<file path="config.mk">
export PLATFORM = sky130hd
export DESIGN_NAME = nibble_serial_adder
export DESIGN_NICKNAME = d
export VERILOG_FILES = /design/src/rtl/nibble_serial_adder.sv
export SDC_FILE = /design/constraint.sdc
export NUM_CORES = 1
export LEC_CHECK = 0
export CAP_MARGIN = 20
export CORE_MARGIN = 1
export CORE_UTILIZATION = 40
export DETAILED_ROUTE_END_ITERATION = 7
export PLACE_DENSITY = 0.71
export SYNTH_ARGS = -nofsm -noshare
export SYNTH_HDL_FRONTEND = slang
export SYNTH_SLANG_ARGS = --single-unit
</file>
<file path="constraint.sdc">
create_clock -name clk -period 3.45 [get_ports clk]
set_clock_uncertainty 0.2 [all_clocks]
set_input_delay 0.69 -clock clk [delete_from_list [all_inputs] [get_ports clk]]
set_output_delay 0.69 -clock clk [all_outputs]
set_load 0.02 [all_outputs]
</file>
<file path="src/rtl/nibble_serial_adder.sv">
// nibble_serial_adder
//   Multi-cycle WIDTH-bit adder. One 4-bit adder slice handles one nibble per
//   clock, and the carry is held in a register between slices. Valid/ready
//   handshakes are used on both the operand side and the result side.
//   WIDTH must be a multiple of 4 and at least 8.
//   Optional feature: define SIGNED_OVF_EN to add the signed-overflow output
//   'ovf'. It is captured on the final slice.

module nibble_serial_adder #(
  parameter int WIDTH = 16
) (
  input  logic             clk,
  input  logic             rst_n,
  input  logic             in_valid,
  output logic             in_ready,
  input  logic [WIDTH-1:0] a,
  input  logic [WIDTH-1:0] b,
  input  logic             c,
  output logic             out_valid,
  input  logic             out_ready,
  output logic [WIDTH-1:0] sum,
  output logic             cout
`ifdef SIGNED_OVF_EN
  ,
  output logic             ovf
`endif
);

  localparam int NIBBLES = WIDTH / 4;
  localparam int CW      = (NIBBLES > 1) ? $clog2(NIBBLES) : 1;

  localparam logic [CW-1:0] LAST_NIB = CW'(NIBBLES - 1);

  localparam logic [1:0] IDLE = 2'd0;
  localparam logic [1:0] ADD  = 2'd1;
  localparam logic [1:0] DONE = 2'd2;

  logic [1:0]       state_q, state_d;
  logic [CW-1:0]    cnt_q, cnt_d;
  logic             carry_q, carry_d;
  logic [WIDTH-1:0] opA_q, opA_d;
  logic [WIDTH-1:0] opB_q, opB_d;
  logic [WIDTH-1:0] sum_q, sum_d;
  logic             cout_q, cout_d;
`ifdef SIGNED_OVF_EN
  logic             ovf_q, ovf_d;
`endif

  logic [CW+1:0]    sliceBase;
  logic [3:0]       aNib;
  logic [3:0]       bNib;
  logic [4:0]       sliceSum;
  logic             lastSlice;

  // Select the current nibble of each operand and run it through the 4-bit slice
  always_comb begin
    sliceBase = {cnt_q, 2'b00};
    aNib      = opA_q[sliceBase +: 4];
    bNib      = opB_q[sliceBase +: 4];
    sliceSum  = {1'b0, aNib} + {1'b0, bNib} + {4'b0000, carry_q};
    lastSlice = (cnt_q == LAST_NIB);
  end

  // Next-state logic: accept in IDLE, one nibble per cycle in ADD, hold result in DONE
  always_comb begin
    state_d = state_q;
    cnt_d   = cnt_q;
    carry_d = carry_q;
    opA_d   = opA_q;
    opB_d   = opB_q;
    sum_d   = sum_q;
    cout_d  = cout_q;
`ifdef SIGNED_OVF_EN
    ovf_d   = ovf_q;
`endif
    case (state_q)
      IDLE: begin
        if (in_valid) begin
          opA_d   = a;
          opB_d   = b;
          carry_d = c;
          cnt_d   = '0;
          state_d = ADD;
        end
      end
      ADD: begin
        sum_d[sliceBase +: 4] = sliceSum[3:0];
        carry_d               = sliceSum[4];
        cnt_d                 = cnt_q + 1'b1;
        if (lastSlice) begin
          cout_d  = sliceSum[4];
`ifdef SIGNED_OVF_EN
          ovf_d   = aNib[3] ^ bNib[3] ^ sliceSum[3] ^ sliceSum[4];
`endif
          cnt_d   = '0;
          state_d = DONE;
        end
      end
      DONE: begin
        if (out_ready) begin
          state_d = IDLE;
        end
      end
      default: begin
        state_d = IDLE;
      end
    endcase
  end

  // State registers with synchronous active-low reset; reset discards any operation in flight
  always_ff @(posedge clk) begin
    if (!rst_n) begin
      state_q <= IDLE;
      cnt_q   <= '0;
      carry_q <= 1'b0;
      opA_q   <= '0;
      opB_q   <= '0;
      sum_q   <= '0;
      cout_q  <= 1'b0;
`ifdef SIGNED_OVF_EN
      ovf_q   <= 1'b0;
`endif
    end else begin
      state_q <= state_d;
      cnt_q   <= cnt_d;
      carry_q <= carry_d;
      opA_q   <= opA_d;
      opB_q   <= opB_d;
      sum_q   <= sum_d;
      cout_q  <= cout_d;
`ifdef SIGNED_OVF_EN
      ovf_q   <= ovf_d;
`endif
    end
  end

  // Handshake outputs; in_ready is forced low while reset is asserted
  always_comb begin
    in_ready  = rst_n && (state_q == IDLE);
    out_valid = (state_q == DONE);
    sum       = sum_q;
    cout      = cout_q;
`ifdef SIGNED_OVF_EN
    ovf       = ovf_q;
`endif
  end

endmodule

</file>
==> After elaboration in Yosys (flattened, before gate mapping) <==
Index checks and enable logic that the tools add are counted.
{ "totals": {"out_inout_bits": 19, "in_bits": 37, "elab_cells": 38, "regBits": 54} }
{ "classes": {"reduce_logical": 7, "n_mux": 10, "addsub": 4, "n_eq_ne": 6, "n_shift": 4} }
{ "op_table": {"columns": ["operator", "n"], "rows": [
  ["16-bit by 5-bit indexed part select with 4-bit output", 2],
  ["16-bit bitwise mux", 1],
  ["4-bit by 6-bit variable shift with 16-bit output (first input constant)", 1],
  ["4-bit by 6-bit indexed part select with 16-bit output", 1],
  ["2-bit two-way mux", 5],
  ["4-bit negation with 6-bit output", 1],
  ["2-bit one-hot mux with 3 select lines", 1],
  ["2-bit AND reduction", 3],
  ["4-bit by 4-bit adder with 5-bit output", 1],
  ["5-bit by 1-bit adder with 5-bit output", 1],
  ["2-bit == test (second input constant)", 2],
  ["2-bit inequality test (second input constant)", 2],
  ["2-bit one-hot mux with 2 select lines", 1],
  ["3-bit AND reduction", 1],
  ["2-bit by 1-bit adder with 2-bit output (second input constant)", 1],
  ["2-bit by 1-bit == test with 1-bit output (second input constant)", 1],
  ["2-bit zero test", 1],
  ["2-bit by 1-bit inequality test with 1-bit output (second input constant)", 1],
  ["1-bit one-hot mux with 2 select lines", 1],
  ["2-bit nonzero test", 1],
  ["1-bit logical AND", 1],
  ["1-bit two-way mux", 1]
]} }

==> Depth between registers and ports, before layout <==
{ "depth": {"word_depth": 5, "depth_mapped": 9, "depth_no_buf": 8} }

==> Worst setup path after synthesis <==
No wires, ideal clock.
{ "synth_timing": {"path_type": "register to register", "startpoint": "register cnt_q[0]", "endpoint": "register sum_q[11] (netlist: sum[11])", "path_slack_ps": 618, "setup_time_ps": 67, "n_path_buf": 1, "path_stages_with_launch": 8, "t_required_ps": 3183, "arrival_ps": 2565, "period_less_slack_ps": 2832, "cell_sequence": "dfxtp_1 buf_2 mux4_2 fa_1 a211oi_1 nor3b_1 or3b_1 a21oi_2"} }
{ "synth_between": {"elab_chain_len": 5, "word_cells_on_any_way": 8, "cone_classes": "3 x add/sub; 4 x shift; 1 x mux"} }
{ "synth_rtl": {"columns": ["item", "line_no", "text"], "rows": [
  ["start: declaration", "39", "logic [CW-1:0] cnt_q, cnt_d;"],
  ["start signal: assignment", "125", "cnt_q <= cnt_d;"],
  ["16-bit by 5-bit indexed part select with 4-bit output (on tied branches)", "58, 59", null],
  ["4-bit by 4-bit adder with 5-bit output", "60", "sliceSum = {1'b0, aNib} + {1'b0, bNib} + {4'b0000, carry_q};"],
  ["5-bit by 1-bit adder with 5-bit output", "60", null],
  ["4-bit by 6-bit indexed part select with 16-bit output", "87", "sum_d[sliceBase +: 4] = sliceSum[3:0];"],
  ["16-bit bitwise mux (*)", "87", null],
  ["end signal: assignment", "129", "sum_q <= sum_d;"],
  ["end: declaration", "43", "logic [WIDTH-1:0] sum_q, sum_d;"]
]} }
Mark *: on every way between the ends. The rest lies on a longest branch, timed or not.
A chain may end at the register's enable or synchronous reset.

==> Final worst setup path <==
{ "layout_timing": {"startpoint": "input rst_n", "endpoint": "output in_ready"} }
{ "layout_between": {"elab_chain_len": 1} }
{ "layout_rtl": {"columns": ["item", "line_no", "text"], "rows": [
  ["start: declaration", "13", "input logic rst_n,"],
  ["1-bit logical AND", "139", "in_ready = rst_n && (state_q == IDLE);"],
  ["end: declaration", "15", "output logic in_ready,"]
]} }
Every way passes these cells.

==> out/qor.yml <==
cells_and_area:
  n_antenna_cell: 0
  final_common_cell: "nand2_1"
  drive_gt1_frac: 0.0898
  area_growth_pct: 30.5
  final_nets: 370
  final_cell_mix: "nand2_1 (76), clkdlybuf4s50_1 (55), dfxtp_1 (54), a21oi_1 (36), nor2_1 (20)"
  instances_no_fill: 395
timing:
  setup_tns_ns: 0
  worstMarginPinSlew_ns: 0.747
  setup_slack_ns: 0.340
  fmax_mhz: 322
  final.min_clock_period_ns: 3.11
  finalHoldViolCount: 0
  slew_violations: 0
  setup_viol: 0
  timing.slew.headroom: 0.501
  rsz0062_at_grt: "false"
  period_share: 0.901
floorplanning:
  io_pins: 56
  rows: 27
  die_area_um2: 6240
  chipWidth_um: 79.0
  start_util: 0.423
  die_h_um: 79.0
  core_um2: 5610
yosys:
  synth_top_family_by_area: "simple AND/OR/NAND/NOR gates"
  synth_area_um2: 2370
  yosysSeqAreaShare: 0.456
  ys_seq_elements: 54
  synth_flop_cell: "dfxtp_1"
  synth_fa_ha_area_frac: 0.0643
  synth-edff-count: 0
  synth_cell_types: 34
  synthCells: 269
  yosys.area_share.simple: 0.217
  synth_warnings: 0
  synthArstFlopShare: 0
  postSynthAreaPerCell_um2: 8.82
  synth_compound_gate_area_share: 0.148
  muxShareOfSynthArea: 0.0759
  synth_xor_area_frac: 0.00369
  syn_nets: 317
cts:
  cts_resized: 0
  cts_buffers: 5
  ctsLongestPathBuffers: 2
  worstSkewPairLatency_ns: 0.31
  cts-root-buf: "clkbuf_8"
  hold_buffers: 0
  cts_setup_buffers: 0
  clkSinkCount: 54
  clk_pin_slew_ns: 0.10
  htreeDepth: 2
  tritoncts: "done"
setup_path:
  slowest_stage: "clkdlybuf4s50_1"
  start_kind: "primary input"
  crit_type: "primary input to primary output"
  critPathArrivalTime_ns: 2.22
  worstPathCellList: "clkdlybuf4s50_1, clkinv_1, nor3_1, clkdlybuf4s50_1"
  slowest_delay_ns: 0.63
  worst_r2r_endpoint: "sum[11]$_SDFFE_PN0P_"
  crit_fanout: 7
  end_kind: "primary output"
  cp_top_family: "buffers and inverters"
  worstRegToRegCells: 6
  rr_startpoint: "cnt_q[0]$_SDFFE_PN0P_"
  r2r_setup_slack_ns: 0.52
  cp.required_ns: 2.56
  cp_num_buf_inv: 3
  cp_common_cell: "clkdlybuf4s50_1"
status:
  status: "finished, final reports clean"
power:
  fin_total_pwr_w: 0.00124
  swShare: 0.275
  seq_power_share: 0.542
  p_comb_frac: 0.165
  max-vdd-ir-drop_mv: 0.186
  p_int_w: 0.000899
  switching_power_w: 0.000342
  p_clk_frac: 0.292
  power_density_nw_per_um2: 401
  p_leak_nw: 1.15
routing:
  detail_route.iter0.violations: 111
  totalWireLength_mm: 5.08
  drc_errors: 0
  post_drt_wl_per_cell_um: 12.9
  dr.pass1.iters: 5
  ant_nets: 0
  num_vias: 1966
  viasPerCell: 4.98
global_route:
  grt_pass1_vias: 1842
  grt_max_degree: 52
  met2_usage: 0.293
  grt_util_met1: 0.234
  grt_pass1_wl_mm: 8.71
  antenna_found_initial: 0
  grt.overflow.total: 0
  global_route.usage.met3: 0.0379
  grt_usage: 0.179
  grt-busiest-layer: "met2"
placed_design:
  place_ws_ns: 0.337
  port_buffers: 55
  placed_cells: 387
  place.gp.congestion: 0.863
  dpl.hpwl_mm: 3.71
worst_hold_path:
  min_to: "opB_q[13]$_SDFFE_PN0P_"
  min_path_type: "flip-flop to flip-flop"
  min_path_cells: 2
  min_from: "opB_q[13]$_SDFFE_PN0P_"
flow_run:
  cap_violations: 0
## cells in the mapped netlist, types with 3 or more instances
cell type | count | area [µm²]
nand2_1 | 76 | 285
dfxtp_1 | 54 | 1080
a21oi_1 | 36 | 180
nor2_1 | 20 | 75.1
a22oi_1 | 12 | 90.1
clkbuf_1 | 12 | 45.0
ha_1 | 9 | 113
mux4_2 | 8 | 180
inv_1 | 7 | 26.3
and3_1 | 4 | 25.0
a31o_2 | 3 | 26.3
## cell families (layout without fill, tap and decap cells)
group	Yosys count	in the layout
simple gates	115	115
compound gates	58	58
flops	54	54
buf+inv	22	76
fa+ha+maj	11	11
mux	8	8
xor+xnor	1	1
## area by class of cell
cell class	instances	area, µm²
Fill cell	527	2510
Multi-Input combinational cell	193	1210
Sequential cell	54	1080
Inverter	8	30.0
Tap cell	72	90.1
Clock buffer	5	68.8
Timing Repair Buffer	60	588
Clock inverter	3	25.0
## worst max path at each step
stage          cells after the start              endpoint             startpoint  slack (ns)
2_1_floorplan                      7  sum[11]$_SDFFE_PN0P_  cnt_q[0]$_SDFFE_PN0P_        0.62
3_3_place_gp                       4              in_ready                  rst_n        0.37
3_5_place_dp                       4              in_ready                  rst_n        0.34
4_1_cts                            4              in_ready                  rst_n        0.33
5_1_grt                            4              in_ready                  rst_n        0.18
6_report                           4              in_ready                  rst_n        0.34
## registers in the layout, indices dropped and copies added, names as in the netlist
register and cells:
state_q 2, opB_q 16, cnt_q 2, carry_q 1, cout 1, opA_q 16
sum 16
## power by group through the flow
| stage | sequential [W] | combinational [W] | clock (W) |
|---|---|---|---|
| after CTS | 0.000674 | 0.000206 | 0.000373 |
| after detailed placement | 0.000688 | 0.000206 | 0 |
| after floorplan | 0.000681 | 0.000125 | 0 |
| final | 0.000673 | 0.000205 | 0.000362 |
| after global placement | 0.000687 | 0.000203 | 0 |
| after global routing | 0.000678 | 0.000228 | 0.000397 |
## per-stage QoR
step,area (µm²),hold slack [ns],util
floorplan,2370,0.233,-
global placement,3000,0.240,0.535
detailed placement,3000,0.247,0.535
CTS,3100,0.261,0.552
global route,3100,0.280,0.552
finish,3100,0.260,0.552
## per-layer routing
metal / wire length (µm) / vias up / part of all wire
met5: 0 / - / 0
met3: 223 / 6 / 0.044
met1: 2440 / 889 / 0.48
met2: 2340 / 49 / 0.46
li1: - / 1022 / -
met4: 76 / 0 / 0.015
## worst register-to-register path: stages, from the launching register on
cell	delay (ns)
dfxtp_1	0.68
mux4_2	0.61
fa_1	0.42
a211oi_1	0.31
nor3b_1	0.11
or3b_1	0.40
a21oi_2	0.13
(Power assumes the default switching activity.)
